[src/rtl/div60_by47_iter_if.sv]
// Handshake bundle for the iterative constant divider:
// dividend offer in, quotient/remainder result out.
interface div60_by47_iter_if #(
  parameter int W  = 60,
  parameter int RW = 6
);
  logic          in_valid;
  logic          in_ready;
  logic [W-1:0]  in_dividend;
  logic          out_valid;
  logic          out_ready;
  logic [W-1:0]  out_quotient;
  logic [RW-1:0] out_remainder;

  modport slave (
    input  in_valid, in_dividend, out_ready,
    output in_ready, out_valid, out_quotient, out_remainder
  );

  modport master (
    output in_valid, in_dividend, out_ready,
    input  in_ready, out_valid, out_quotient, out_remainder
  );
endinterface

[src/rtl/div60_by47_iter.sv]
// Iterative divide-by-constant: one CHUNK-bit digit per cycle,
// MSB first, carrying the remainder between digits.
module div60_by47_iter #(
  parameter int W     = 60,
  parameter int D     = 47,
  parameter int CHUNK = 4,
  parameter int RW    = 6
) (
  input  logic clk,
  input  logic rst,
  div60_by47_iter_if.slave bus,
  output logic busy
);
  localparam int NSTEP = W / CHUNK;
  localparam int CW    = $clog2(NSTEP);
  localparam int VW    = RW + CHUNK;
  localparam logic [VW-1:0] DV = VW'(D);
  localparam logic [CW-1:0] LAST = CW'(NSTEP - 1);

  typedef enum logic [1:0] {IDLE, RUN, DONE} state_t;

  state_t        state_q, state_d;
  logic [W-1:0]  sh_q, sh_d;
  logic [W-1:0]  q_q, q_d;
  logic [RW-1:0] rem_q, rem_d;
  logic [CW-1:0] cnt_q, cnt_d;
  logic [W-1:0]  qo_q, qo_d;
  logic [RW-1:0] ro_q, ro_d;

  logic [VW-1:0]    v, r;
  logic [CHUNK-1:0] qd;
  logic [RW-1:0]    rnew;

  // Restoring compare/subtract ladder; rem < D keeps qd within CHUNK bits.
  always_comb begin
    v  = {rem_q, sh_q[W-1 -: CHUNK]};
    r  = v;
    qd = '0;
    for (int k = CHUNK - 1; k >= 0; k--) begin
      if (r >= (DV << k)) begin
        r     = r - (DV << k);
        qd[k] = 1'b1;
      end
    end
    rnew = r[RW-1:0];
  end

  always_comb begin
    state_d = state_q;
    sh_d    = sh_q;
    q_d     = q_q;
    rem_d   = rem_q;
    cnt_d   = cnt_q;
    qo_d    = qo_q;
    ro_d    = ro_q;
    unique case (state_q)
      IDLE: begin
        if (bus.in_valid) begin
          sh_d    = bus.in_dividend;
          q_d     = '0;
          rem_d   = '0;
          cnt_d   = '0;
          state_d = RUN;
        end
      end
      RUN: begin
        sh_d  = sh_q << CHUNK;
        q_d   = {q_q[W-CHUNK-1:0], qd};
        rem_d = rnew;
        cnt_d = cnt_q + CW'(1);
        if (cnt_q == LAST) begin
          qo_d    = {q_q[W-CHUNK-1:0], qd};
          ro_d    = rnew;
          state_d = DONE;
        end
      end
      DONE: begin
        if (bus.out_ready) state_d = IDLE;
      end
      default: state_d = IDLE;
    endcase
  end

  always_ff @(posedge clk or posedge rst) begin
    if (rst) begin
      state_q <= IDLE;
      sh_q    <= '0;
      q_q     <= '0;
      rem_q   <= '0;
      cnt_q   <= '0;
      qo_q    <= '0;
      ro_q    <= '0;
    end else begin
      state_q <= state_d;
      sh_q    <= sh_d;
      q_q     <= q_d;
      rem_q   <= rem_d;
      cnt_q   <= cnt_d;
      qo_q    <= qo_d;
      ro_q    <= ro_d;
    end
  end

  assign bus.in_ready      = (state_q == IDLE);
  assign bus.out_valid     = (state_q == DONE);
  assign bus.out_quotient  = qo_q;
  assign bus.out_remainder = ro_q;
  assign busy              = (state_q != IDLE);
endmodule

[src/flat_wrapper.sv]
// flat-port wrapper written by rule: the top's interface ports become plain ports
module div60_by47_iter_flat 
#(
  parameter int W     = 60,
  parameter int D     = 47,
  parameter int CHUNK = 4,
  parameter int RW    = 6
)
  (clk, rst, busy, bus_in_valid, bus_in_dividend, bus_out_ready, bus_in_ready, bus_out_valid, bus_out_quotient, bus_out_remainder);
  div60_by47_iter_if #(.W(W), .RW(RW)) bus_i ();
  input  logic clk;
  input  logic rst;
  output logic busy;
  input wire logic [$bits(bus_i.in_valid)-1:0] bus_in_valid;
  input wire logic [$bits(bus_i.in_dividend)-1:0] bus_in_dividend;
  input wire logic [$bits(bus_i.out_ready)-1:0] bus_out_ready;
  output wire logic [$bits(bus_i.in_ready)-1:0] bus_in_ready;
  output wire logic [$bits(bus_i.out_valid)-1:0] bus_out_valid;
  output wire logic [$bits(bus_i.out_quotient)-1:0] bus_out_quotient;
  output wire logic [$bits(bus_i.out_remainder)-1:0] bus_out_remainder;
  assign bus_i.in_valid = bus_in_valid;
  assign bus_i.in_dividend = bus_in_dividend;
  assign bus_i.out_ready = bus_out_ready;
  assign bus_in_ready = bus_i.in_ready;
  assign bus_out_valid = bus_i.out_valid;
  assign bus_out_quotient = bus_i.out_quotient;
  assign bus_out_remainder = bus_i.out_remainder;
  div60_by47_iter #(.W(W), .D(D), .CHUNK(CHUNK), .RW(RW)) u_core (.clk(clk), .rst(rst), .bus(bus_i), .busy(busy));
endmodule
[config.mk]
export PLATFORM = sky130hd
export DESIGN_NAME = div60_by47_iter_flat
export DESIGN_NICKNAME = d
export VERILOG_FILES = /design/src/rtl/div60_by47_iter_if.sv /design/src/rtl/div60_by47_iter.sv /design/src/flat_wrapper.sv
export SDC_FILE = /design/constraint.sdc
export NUM_CORES = 1
export LEC_CHECK = 0
export ABC_AREA = 1
export BUFFER_PORTS_ARGS = -buffer_cell sky130_fd_sc_hd__buf_4
export CORE_MARGIN = 8
export CORE_UTILIZATION = 51
export CTS_CLUSTER_DIAMETER = 200
export DETAILED_ROUTE_END_ITERATION = 10
export HOLD_SLACK_MARGIN = 0.12
export PLACE_DENSITY = 0.76
export SKIP_CTS_REPAIR_TIMING = 1
export SLEW_MARGIN = 20
export SYNTH_ARGS = -nofsm -noshare
export SYNTH_HDL_FRONTEND = slang
export SYNTH_SLANG_ARGS = --single-unit
[constraint.sdc]
create_clock -name clk -period 6.43 [get_ports clk]
set_clock_uncertainty 0.05 [all_clocks]
set_input_delay 1.286 -clock clk [delete_from_list [all_inputs] [get_ports clk]]
set_output_delay 1.286 -clock clk [all_outputs]
set_load 0.05 [all_outputs]
==> impl_metrics.py <==
metrics = {
    "detailed_routing": {
        "drt_wl_total_um": 19000,
        "drcViolationCount": 0,
        "wl_per_cell_um": 15.2,
        "ant_nets": 0,
        "drtPass1Iterations": 5,
        "drt_first_iter_violations": 459,
        "vias": 6609,
        "viasPerCell": 5.28,
    },
    "run_status": {
        "status": "finished clean",
    },
    "cts": {
        "cts_buffer_depth": 2,
        "path_clk_slew_ns": 0.07,
        "cts-root-buf": "clkbuf_16",
        "htreeDepth": 4,
        "clock_sinks": 194,
        "cts_buffers": 17,
        "cts_tree": "yes",
        "clk_latency_ns": 0.43,
    },
    "global_routing": {
        "grt_pass1_wl_um": 32600,
        "grt_use_total_pct": 18.5,
        "grt_max_degree": 195,
        "antenna_found_initial": 0,
        "grt_pass1_vias": 6517,
        "overflow": 0,
    },
    "floorplan": {
        "die_y_um": 145,
        "pin_count": 133,
        "die_w_um": 145,
        "core_um2": 16400,
        "die_area_um2": 21000,
        "initial_core_util_pct": 51.7,
        "row_count": 47,
    },
    "timing": {
        "hold_viol_final": 0,
        "finalSetupTns_ns": 0,
        "rsz0062_at_grt": "false",
        "setup_viol": 0,
        "maxSlewViolCount": 0,
        "post-route-min-period_ns": 4.29,
        "max_slew_margin_pct": 30.9,
        "min_period_over_period_pct": 66.7,
        "max_clock_freq_ghz": 0.233,
        "worstMarginPinSlew_ns": 1.04,
        "fin_ws_ns": 2.14,
    },
    "job": {
        "drv_cap": 0,
    },
    "layout": {
        "antennaDiodeCount": 0,
        "nNetsFinal": 1090,
        "synthToLayoutAreaGrowth_pct": 20.2,
        "drive_above_1_share_pct": 20.2,
    },
    "place": {
        "hpwl_um": 12500,
        "port_buffers": 132,
        "gp_congestion": 0.827,
        "post-place-ws_ns": 2.19,
    },
    "synth": {
        "syn_inst": 915,
        "synth_edf_count": 0,
        "ys_top_cells_by_count": "dfrtp_1 (194), nand2_1 (179), inv_1 (144)",
        "yosys_warnings": 0,
        "yosysTopAreaCellShare_pct": 57.3,
        "ys_ff_latch": 194,
        "synthTopCellsByArea": "dfrtp_1 (57%), nand2_1 (7.9%), inv_1 (6.4%), nand3_1 (5.3%), o221ai_1 (4.6%)",
        "yosysTopAreaCell": "dfrtp_1",
        "synth_top_flop_cell": "dfrtp_1",
        "async_flop_share_pct": 100,
        "synthesis.nets": 985,
        "ys_seq_area_share_pct": 57.3,
        "syn_area_per_cell_um2": 9.26,
        "yosysMostFrequentCell": "dfrtp_1",
        "ys_types": 36,
        "synth_area_um2": 8480,
    },
    "setup_path": {
        "max_stage_delay_ns": 0.52,
        "r2r-start": "u_core.rem_q[4]",
        "r2r_cells": 31,
        "crit_family": "simple AND/OR/NAND/NOR gates",
        "crit_path_start_kind": "flip-flop",
        "end_kind": "flip-flop",
        "crit_type": "flip-flop to flip-flop",
        "critPathArrivalTime_ns": 4.55,
        "r2r-end": "u_core.rem_q[3]",
        "path_common_cell": "nand2_1",
        "cp_slowest_cell": "dfrtp_1",
        "cp.buffers_inverters": 3,
        "reg2reg_slack_ns": 2.14,
        "cp_max_fo": 14,
        "required_ns": 6.70,
    },
    "hold_path": {
        "hold_path.class": "flip-flop to flip-flop",
        "hold_depth": 2,
        "hp-start": "u_core.q_q[55]",
        "min_to": "u_core.bus.out_quotient[59]",
    },
}
## flip-flops by register name, summed over array words and instances, names as in the netlist
signal,count
u_core.bus.out_quotient,60
u_core.bus.out_remainder,6
u_core.cnt_q,4
u_core.q_q,56
u_core.rem_q,6
u_core.sh_q,60
u_core.state_q,2
## layer usage
| metal | GRT usage [%] | up-vias | wire length [um] | share of wire, % |
|---|---|---|---|---|
| met5 | 0 | - | 0 | 0 |
| met4 | 7.31 | 0 | 388 | 2.0 |
| met3 | 3.82 | 30 | 824 | 4.3 |
| met2 | 28.4 | 165 | 9070 | 48 |
| met1 | 25.3 | 3159 | 8750 | 46 |
| li1 | - | 3255 | - | - |
## worst min-delay path, delay by kind of cell (launching register included)
family | cells | cell delay, ns
flip-flops | 1 | 0.34
AND/OR/NAND/NOR | 2 | 0.10
## per-stage QoR
stage,hold slack (ns),instances,instance area [um2],utilization (%)
floorplan,0.396,915,8480,-
global route,0.454,1252,10200,62.1
global placement,0.414,1220,9610,58.6
detailed placement,0.408,1220,9610,58.6
CTS,0.424,1251,10200,61.9
finish,0.427,1252,10200,62.1
## cell usage in the layout, fill, tap and decap left out, types with 3 or more instances in the layout
cell,synthesis,final
nand2_1,179,178
dfrtp_1,194,194
clkinv_4,0,4
o221ai_1,45,45
nand3_2,3,3
o211ai_1,12,12
inv_2,8,7
nand2_2,5,5
nor2_4,2,3
o22ai_1,53,53
xor2_1,9,9
o21ai_0,68,68
nand3_1,90,90
o21ai_2,6,6
buf_4,1,136
clkinvlp_4,0,4
o21ai_1,5,5
clkbuf_16,0,17
inv_1,144,142
nand2_4,3,4
ha_1,6,6
nor2_1,13,12
## logic make-up after synthesis
logic type / after synthesis / synth area share (%)
flip-flops: 194 / 57.3
buffers and inverters: 205 / 9.21
XOR/XNOR: 10 / 1.12
multiplexers: 1 / 0.118
AND/OR/NAND/NOR: 303 / 16.0
adder cells (fa/ha/maj): 6 / 0.886
AO/OA/AOI/OAI: 196 / 15.4
## worst max path at each step
stage | start | end | slack, ns | cells after the start
after CTS | u_core.rem_q[4] | u_core.rem_q[3] | 2.16 | 31
after detailed placement | u_core.rem_q[4] | u_core.rem_q[3] | 2.19 | 31
after global routing | u_core.rem_q[4] | u_core.bus.out_remainder[2] | 1.67 | 30
final | u_core.rem_q[4] | u_core.rem_q[3] | 2.14 | 31
after global placement | u_core.rem_q[4] | u_core.rem_q[4] | 2.40 | 31
after floorplan | rst | u_core.bus.out_quotient[0] | 2.59 | 1
## final cells by class
cell class	count	area [um2]
clock buffers	19	443
repair buffers	139	1080
clock inverters	12	103
inverters	152	578
fillers	1358	6220
multi-input cells	516	2860
well taps	220	275
flip-flops and latches	194	4850
Power is not shown: default switching activity piles up to over one toggle a cycle in this logic, so the estimate is an artifact.
